[config.mk]
export PLATFORM = sky130hd
export DESIGN_NAME = fb_write_arbiter_flat
export DESIGN_NICKNAME = d
export VERILOG_FILES = /design/src/rtl/fb_write_arbiter_if.sv /design/src/rtl/fb_write_arbiter.sv /design/src/flat_wrapper.sv
export SDC_FILE = /design/constraint.sdc
export NUM_CORES = 1
export LEC_CHECK = 0
export ABC_AREA = 1
export BUFFER_PORTS_ARGS = -buffer_cell sky130_fd_sc_hd__buf_2
export CORE_ASPECT_RATIO = 0.7
export CORE_MARGIN = 3
export CORE_UTILIZATION = 49
export DETAILED_ROUTE_END_ITERATION = 7
export GPL_TIMING_DRIVEN = 0
export PLACE_DENSITY_LB_ADDON = 0.08
export SETUP_SLACK_MARGIN = 0.3
export SLEW_MARGIN = 40
export SYNTH_ARGS = -nofsm -noshare
export SYNTH_HDL_FRONTEND = slang
export SYNTH_SLANG_ARGS = --single-unit
[constraint.sdc]
create_clock -name clk -period 1.5 [get_ports clk]
set_clock_uncertainty 0.05 [all_clocks]
set_input_delay 0.375 -clock clk [delete_from_list [all_inputs] [get_ports clk]]
set_output_delay 0.375 -clock clk [all_outputs]
set_load 0.03 [all_outputs]
[src/rtl/fb_write_arbiter_if.sv]
// Write-side bundle: two requesters, clear control and the shared
// BRAM bank write fields.
interface fb_write_arbiter_if #(
    parameter int DATA_W  = 8,
    parameter int BANK_AW = 10,
    parameter int N_BANKS = 8,
    parameter int ADDR_W  = 13
);
    logic                 a_valid;
    logic                 a_ready;
    logic [ADDR_W-1:0]    a_addr;
    logic [DATA_W-1:0]    a_data;
    logic                 b_valid;
    logic                 b_ready;
    logic [ADDR_W-1:0]    b_addr;
    logic [DATA_W-1:0]    b_data;
    logic                 clear_start;
    logic [DATA_W-1:0]    clear_value;
    logic                 clear_busy;
    logic                 clear_done;
    logic [7:0]           bank_wr_addr;
    logic [BANK_AW-9:0]   bank_wr_hi;
    logic [DATA_W-1:0]    bank_wr_data;
    logic [N_BANKS-1:0]   bank_wr_strobe;

    modport master (
        output a_valid, a_addr, a_data,
        output b_valid, b_addr, b_data,
        output clear_start, clear_value,
        input  a_ready, b_ready,
        input  clear_busy, clear_done,
        input  bank_wr_addr, bank_wr_hi,
        input  bank_wr_data, bank_wr_strobe
    );

    modport slave (
        input  a_valid, a_addr, a_data,
        input  b_valid, b_addr, b_data,
        input  clear_start, clear_value,
        output a_ready, b_ready,
        output clear_busy, clear_done,
        output bank_wr_addr, bank_wr_hi,
        output bank_wr_data, bank_wr_strobe
    );
endinterface

[src/rtl/fb_write_arbiter.sv]
// Round-robin write arbiter for the framebuffer banks with a
// parallel clear engine that has priority over both requesters.
module fb_write_arbiter #(
    parameter int DATA_W  = 8,
    parameter int BANK_AW = 10,
    parameter int N_BANKS = 8,
    parameter int ADDR_W  = 13
) (
    input  logic clk,
    input  logic reset_n,
    fb_write_arbiter_if.slave bus
);
    localparam logic [BANK_AW-1:0] CNT_LAST = '1;

    typedef enum logic {IDLE, CLEAR} state_t;

    state_t               state_q;
    state_t               state_d;
    logic [BANK_AW-1:0]   cnt_q;
    logic [DATA_W-1:0]    val_q;
    logic                 rr_b_q;
    logic                 done_q;
    logic [N_BANKS-1:0]   strobe_q;
    logic [7:0]           waddr_q;
    logic [BANK_AW-9:0]   hi_q;
    logic [DATA_W-1:0]    data_q;

    logic                 start;
    logic                 open;
    logic                 last;
    logic                 a_xfer;
    logic                 b_xfer;
    logic [ADDR_W-1:0]    sel_addr;
    logic [DATA_W-1:0]    sel_data;

    assign start  = (state_q == IDLE) && bus.clear_start;
    assign open   = (state_q == IDLE) && !bus.clear_start;
    assign last   = (cnt_q == CNT_LAST);

    // rr_b_q set means B wins the next contended cycle
    assign bus.a_ready = open && bus.a_valid &&
                         (!bus.b_valid || !rr_b_q);
    assign bus.b_ready = open && bus.b_valid &&
                         (!bus.a_valid || rr_b_q);

    assign a_xfer = bus.a_valid && bus.a_ready;
    assign b_xfer = bus.b_valid && bus.b_ready;

    assign bus.clear_busy     = (state_q == CLEAR);
    assign bus.clear_done     = done_q;
    assign bus.bank_wr_strobe = strobe_q;
    assign bus.bank_wr_addr   = waddr_q;
    assign bus.bank_wr_hi     = hi_q;
    assign bus.bank_wr_data   = data_q;

    always_comb begin
        state_d = state_q;
        unique case (state_q)
            IDLE:  if (bus.clear_start) state_d = CLEAR;
            CLEAR: if (last) state_d = IDLE;
        endcase
    end

    always_comb begin
        sel_addr = '0;
        sel_data = '0;
        unique case (1'b1)
            a_xfer: begin
                sel_addr = bus.a_addr;
                sel_data = bus.a_data;
            end
            b_xfer: begin
                sel_addr = bus.b_addr;
                sel_data = bus.b_data;
            end
            default: ;
        endcase
    end

    always_ff @(posedge clk or negedge reset_n) begin
        if (!reset_n) begin
            state_q <= IDLE;
            cnt_q   <= '0;
            val_q   <= '0;
            rr_b_q  <= 1'b0;
            done_q  <= 1'b0;
        end else begin
            state_q <= state_d;
            done_q  <= (state_q == CLEAR) && last;
            if (start) begin
                cnt_q <= '0;
                val_q <= bus.clear_value;
            end else if (state_q == CLEAR) begin
                cnt_q <= cnt_q + BANK_AW'(1);
            end
            if (a_xfer)
                rr_b_q <= 1'b1;
            else if (b_xfer)
                rr_b_q <= 1'b0;
        end
    end

    always_ff @(posedge clk or negedge reset_n) begin
        if (!reset_n) begin
            strobe_q <= '0;
            waddr_q  <= '0;
            hi_q     <= '0;
            data_q   <= '0;
        end else if (state_q == CLEAR) begin
            strobe_q <= '1;
            waddr_q  <= cnt_q[7:0];
            hi_q     <= cnt_q[BANK_AW-1:8];
            data_q   <= val_q;
        end else if (a_xfer || b_xfer) begin
            strobe_q <= N_BANKS'(1) << sel_addr[ADDR_W-1:BANK_AW];
            waddr_q  <= sel_addr[7:0];
            hi_q     <= sel_addr[BANK_AW-1:8];
            data_q   <= sel_data;
        end else begin
            strobe_q <= '0;
        end
    end
endmodule

[src/flat_wrapper.sv]
// flat-port wrapper written by rule: the top's interface ports become plain ports
module fb_write_arbiter_flat 
#(
    parameter int DATA_W  = 8,
    parameter int BANK_AW = 10,
    parameter int N_BANKS = 8,
    parameter int ADDR_W  = 13
)
  (clk, reset_n, bus_a_valid, bus_a_addr, bus_a_data, bus_b_valid, bus_b_addr, bus_b_data, bus_clear_start, bus_clear_value, bus_a_ready, bus_b_ready, bus_clear_busy, bus_clear_done, bus_bank_wr_addr, bus_bank_wr_hi, bus_bank_wr_data, bus_bank_wr_strobe);
  fb_write_arbiter_if #(.DATA_W(DATA_W), .BANK_AW(BANK_AW), .N_BANKS(N_BANKS), .ADDR_W(ADDR_W)) bus_i ();
  input  logic clk;
  input  logic reset_n;
  input wire logic [$bits(bus_i.a_valid)-1:0] bus_a_valid;
  input wire logic [$bits(bus_i.a_addr)-1:0] bus_a_addr;
  input wire logic [$bits(bus_i.a_data)-1:0] bus_a_data;
  input wire logic [$bits(bus_i.b_valid)-1:0] bus_b_valid;
  input wire logic [$bits(bus_i.b_addr)-1:0] bus_b_addr;
  input wire logic [$bits(bus_i.b_data)-1:0] bus_b_data;
  input wire logic [$bits(bus_i.clear_start)-1:0] bus_clear_start;
  input wire logic [$bits(bus_i.clear_value)-1:0] bus_clear_value;
  output wire logic [$bits(bus_i.a_ready)-1:0] bus_a_ready;
  output wire logic [$bits(bus_i.b_ready)-1:0] bus_b_ready;
  output wire logic [$bits(bus_i.clear_busy)-1:0] bus_clear_busy;
  output wire logic [$bits(bus_i.clear_done)-1:0] bus_clear_done;
  output wire logic [$bits(bus_i.bank_wr_addr)-1:0] bus_bank_wr_addr;
  output wire logic [$bits(bus_i.bank_wr_hi)-1:0] bus_bank_wr_hi;
  output wire logic [$bits(bus_i.bank_wr_data)-1:0] bus_bank_wr_data;
  output wire logic [$bits(bus_i.bank_wr_strobe)-1:0] bus_bank_wr_strobe;
  assign bus_i.a_valid = bus_a_valid;
  assign bus_i.a_addr = bus_a_addr;
  assign bus_i.a_data = bus_a_data;
  assign bus_i.b_valid = bus_b_valid;
  assign bus_i.b_addr = bus_b_addr;
  assign bus_i.b_data = bus_b_data;
  assign bus_i.clear_start = bus_clear_start;
  assign bus_i.clear_value = bus_clear_value;
  assign bus_a_ready = bus_i.a_ready;
  assign bus_b_ready = bus_i.b_ready;
  assign bus_clear_busy = bus_i.clear_busy;
  assign bus_clear_done = bus_i.clear_done;
  assign bus_bank_wr_addr = bus_i.bank_wr_addr;
  assign bus_bank_wr_hi = bus_i.bank_wr_hi;
  assign bus_bank_wr_data = bus_i.bank_wr_data;
  assign bus_bank_wr_strobe = bus_i.bank_wr_strobe;
  fb_write_arbiter #(.DATA_W(DATA_W), .BANK_AW(BANK_AW), .N_BANKS(N_BANKS), .ADDR_W(ADDR_W)) u_core (.clk(clk), .reset_n(reset_n), .bus(bus_i));
endmodule
After elaboration in Yosys (flattened, before gate mapping)
Index checks and enable logic that the tools add are counted.

Reductions and logical operators: 19. Shift operators: 1. Add/sub/neg operators: 1. Bitwise operators: 1. Eq/ne operators: 1. Mux-type cells: 17.

Operators with widths (count): $mux 8 (6); $pmux 13 s2 (1); $mux 10 (2); $pmux 8 s2 (1); $add 10x1->10 const B (1); $eq 10x10->1 const B (1); $logic_and 1x1->1 (9); $shl 1x3->8 const A (1); $reduce_bool 2->1 (3); $logic_not 1->1 (4); $mux 1 (4); $mux 2 (2); $logic_or 1x1->1 (3); $pmux 1 s2 (1); $not 1->1 (1).

Input port bits: 55. Register bits after elaboration: 47. Word-level logic and storage cells: 49. Output and inout bits: 30.

Depth between registers and ports, before layout
Word-level depth: 9. Mapped depth: 8. Mapped depth without buffers: 7.

Least setup slack after synthesis
No wires, ideal clock.

Path type: reg-to-output. Start: reg u_core.state_q (netlist: u_core.bus.clear_busy). End: out bus_a_ready. Path slack: -0.059 ns. Cell stages (with the launch flop): 6. Data arrival time: 1.134 ns. Buffers on the path: 2. Required time: 1.075 ns. Cell sequence: dfrtp_1 -> nor2_2 -> buf_6 -> nand3_4 -> inv_6 -> buf_12.

Cells in the longest elaborated chain, start to end: 4.

Ends and longest elaborated chain: start: declaration (line fb_write_arbiter.sv:17) `state_t state_q;`; start signal: assignment (line fb_write_arbiter.sv:88) `state_q <= state_d;`; $not 1->1 (line fb_write_arbiter.sv:37) `assign open = (state_q == IDLE) && !bus.clear_start;`; $logic_and 1x1->1 (line fb_write_arbiter.sv:37); $logic_and 1x1->1 (2 in series) (line fb_write_arbiter.sv:41) `assign bus.a_ready = open && bus.a_valid &&`; end: declaration (line flat_wrapper.sv:21) `output wire logic [$bits(bus_i.a_ready)-1:0] bus_a_ready;`.

No other way between the ends.

Worst setup path in the final report
Ends and elaborated chain as after synthesis.

==> PnR_summary.wiki <==
{| class="wikitable"
! Metric !! Value
|-
| Final Instance Count excl. Fillers || 480
|-
| Net load switching power || ~1.9 mW
|-
| Residual DRC count || 3
|-
| Post-synthesis net count || ~330
|-
| Cells along the critical path || nor2_4, buf_6, nand3_4, inv_8, buf_12, buf_8
|-
| Count of unique library cells instantiated by Yosys || 32
|-
| Violated checks || design-rule violations, negative setup slack
|-
| Depth of the critical timing path with buffers and inverters included || 6
|-
| Number of endpoints failing setup at the final stage || 48
|-
| CTS root buf || clkbuf_8
|-
| Maximum number of pins on one net before global-route repair || 48
|-
| Netlist Area Pre-Place || approximately 2300 um2
|-
| Total via count in the routed design || 2979
|-
| Achievable clock frequency || around 560 MHz
|-
| Most utilized layer in the global route result || met2
|-
| Comb pwr share || 39.1%
|-
| Final Worst Setup Slack || -0.289 ns
|-
| Leakage power || approximately 1.9 nW
|-
| Share of the yosys chip area belonging to registers || about 51%
|-
| Placement row count || 20
|-
| Inserted Clock Buffers || 5
|-
| Tot GR Track Use || between 20 and 30%
|-
| Capture point of the worst path || bus_a_ready
|-
| Chip width || about 88 um
|-
| R2R Path Start || u_core.bus.clear_busy
|-
| Fraction of power consumed by sequential logic || ~41%
|-
| Worst path top cell family by delay || flip-flops
|-
| Reg2reg path depth || 12
|-
| Post-route minimum period || 1.79 ns
|-
| Starting Density || 51.7%
|-
| Fin. Hold Viols || 0
|-
| Share of layout cells above drive strength 1 || a little over half
|-
| Number of design-rule violations left by the first detailed-router iteration || 384
|-
| Worst Tran Pin Value || ~0.6 ns
|-
| Wire length of the first global-routing pass || between 10 and 15 mm
|-
| Number of standard cells after synthesis || ~280
|-
| TritonCTS clock tree || yes
|-
| Sort of element at the end of the critical path || output pin
|-
| Length of the first detailed-routing pass in iterations || 8
|-
| Leading cell type in the layout, fill and taps excluded || nand2_1
|-
| Overall die area || 5540 um2
|-
| Relative slew slack || about 60%
|-
| Clock-pin slew reported for the worst setup and hold paths after clock tree synthesis || roughly 0.090 ns
|-
| Pins Over Slew Limit || 0
|-
| Placeable core region || ~4400 um2
|-
| Switching Share || between 30 and 40%
|-
| Total gr overflow || 0
|-
| Met2 track demand over resource in global routing || 45.4%
|-
| Clock net sink count || 47
|-
| Met3 track demand over resource || 7.19%
|-
| Endpoint of the worst-slack reg-to-reg timing path || u_core.cnt_q[4]
|-
| Highest cell delay on the worst timing path || 0.43 ns
|-
| Maximum buffer depth of the clock tree || 2
|-
| Final nets || about 480
|-
| Final Power || approximately 4.8 mW
|-
| Number of antenna repair diodes || 0
|-
| Share of the clock period used by the worst path || 119%
|-
| Setup repair after global routing missed its margin || yes
|-
| Yosys Warn Count || 0
|-
| DIE HEIGHT || 63.2 um
|-
| Via count normalized by instance count || about 6.2
|-
| Peak fanout along the critical path || 3
|-
| CP arrival || between 1 and 1.5 ns
|-
| Number of buffer and inverter instances along the worst setup path || 4
|-
| Post-cts hold buffer count || 0
|-
| Number of antenna violations at the first check in global routing || 0
|-
| Cell count after placement || roughly 420
|-
| Worst supply voltage drop on vdd || between 0.0008 and 0.0009 V
|-
| Half-perimeter wire length after detailed placement || approximately 4.6 mm
|-
| Grt met1 use || between 40% and 50%
|-
| Final GP Congestion || 0.846
|-
| CTS H-Tree Depth || 2
|-
| Max-cap violations || 0
|-
| Area growth syn-to-layout || 73.9%
|-
| Final wirelength || about 11 mm
|-
| Number of filler cells placed in the layout || between 150 and 200
|-
| Result of the run || complete, but fails checks
|-
| Clock network fraction of design power || between 10% and 20%
|-
| # port buffers || 84
|-
| Most frequent cells in the layout || nand2_1 (88), buf_2 (54), buf_6 (47)
|-
| Io pins || 85
|-
| Clock latency on the worst-skew pair || about 0.30 ns
|-
| Internal power of the cells || between 2 and 3 mW
|-
| WP data required || 1.07 ns
|-
| Flop2flop setup slack || -0.24 ns
|-
| Setup Crit Path Kind || register to output pin
|-
| Residual antenna-violating net count after detailed routing || 0
|-
| Slowest stage cell on the critical path || dfrtp_2
|-
| Type of element launching the critical path || register
|-
| Cell area power density || roughly 1200 nW/um2
|-
| Post-synthesis sequential element count || 47
|-
| Avg Cell Area, Syn || 8.24 um2
|-
| Number of global-route vias before repair || ~2600
|-
| Worst Hold Class || input pin to asynchronous set/reset pin
|-
| Critical Path Source || u_core.bus.clear_busy
|-
| Wirelength per Cell || between 20 and 25 um
|}
==> flip-flops by register name (all words and copies together), names as in the netlist <==
signal / count
u_core.cnt_q: 10
u_core.bus.bank_wr_addr: 8
u_core.bus.bank_wr_data: 8
u_core.bus.bank_wr_strobe: 8
u_core.val_q: 8
u_core.bus.bank_wr_hi: 2
u_core.bus.clear_busy: 1
u_core.bus.clear_done: 1
u_core.rr_b_q: 1
==> area by class of cell <==
cell class | count | area, um2 | area share (%)
Buffer | 10 | 156 | 3.93
Clock inverter | 1 | 30.0 | 0.754
Multi-Input combinational cell | 201 | 1220 | 30.5
Inverter | 20 | 105 | 2.64
Sequential cell | 47 | 1180 | 29.6
Timing Repair Buffer | 140 | 1150 | 29.0
Clock buffer | 6 | 72.6 | 1.82
Tap cell | 55 | 68.8 | 1.73
==> worst min-delay path by stage <==
stage                                from  cells past startpoint  slack (ns)                    endpoint
after detailed placement          reset_n                      1        0.37  u_core.bus.bank_wr_data[3]
after global routing              reset_n                      1        0.06  u_core.bus.bank_wr_data[3]
after CTS                         reset_n                      1        0.05  u_core.bus.bank_wr_data[3]
after global placement    u_core.val_q[4]                      2        0.41             u_core.val_q[4]
after floorplan                   reset_n                      0        0.03  u_core.bus.bank_wr_addr[0]
final                             reset_n                      1        0.01  u_core.bus.bank_wr_data[3]
==> kinds of logic after synthesis <==
kind of cell,synth area share (%)
AOI/OAI and AO/OA,3.44
adders and majority gates,0.546
buffers and inverters,7.98
DFF,51.4
muxes,0.437
and+or+nand+nor,36.2
==> power groups by stage <==
| stage | clock, mW | combinational, mW | sequential, mW |
|---|---|---|---|
| 4_1_cts | 0.908 | 1.54 | 1.88 |
| 6_report | 0.938 | 1.88 | 1.98 |
| 3_3_place_gp | 0 | 1.13 | 1.82 |
| 2_1_floorplan | 0 | 0.498 | 2.06 |
| 3_5_place_dp | 0 | 1.15 | 1.83 |
| 5_1_grt | 0.964 | 1.97 | 1.98 |
==> per-layer routing <==
layer,routed length (um),vias up
met4,718,0
met1,3830,1432
li1,-,1201
met5,0,-
met3,1310,76
met2,4930,270
==> cells in the mapped netlist, drive strengths merged <==
| cell type | instances | area [um2] |
|---|---|---|
| nand2 | 130 | 505 |
| dfrtp | 47 | 1180 |
| nand4 | 25 | 156 |
| inv | 20 | 82.6 |
| nor2 | 16 | 62.6 |
| nand3 | 13 | 82.6 |
| buf | 9 | 96.3 |
| o21ai | 5 | 25.0 |
| nor3 | 2 | 15.0 |
| o21bai | 2 | 15.0 |
| a21oi | 1 | 5.00 |
| a22oi | 1 | 7.51 |
| a31oi | 1 | 6.26 |
| clkbuf | 1 | 3.75 |
| ha | 1 | 12.5 |
| mux2i | 1 | 10.0 |
| nor3b | 1 | 7.51 |
| o22ai | 1 | 12.5 |
| o31ai | 1 | 7.51 |
==> stage by stage <==
step / utilization [%] / TNS (ns) / instance area (um2) / worst slack, ns / hold WS [ns]
6_report: 89.9 / -7.82 / 3980 / -0.289 / 0.0114
5_1_grt: 89.9 / -9.99 / 3980 / -0.325 / 0.0630
4_1_cts: 84.1 / -1.27 / 3720 / -0.276 / 0.0485
3_5_place_dp: 64.2 / -0.568 / 2840 / -0.294 / 0.370
3_3_place_gp: 64.1 / -0.549 / 2840 / -0.280 / 0.412
2_1_floorplan: - / 0 / 2350 / 0.0136 / 0.0294
==> timing repair <==
action                                  4_1_cts  5_1_grt
pin swaps                                    15       18
endpoints found under the setup margin       67       77
gates resized for setup                     118       45
gates cloned                                  5        0
buffers inserted                             36       15
Note: power is estimated with default switching activity, not from simulation.
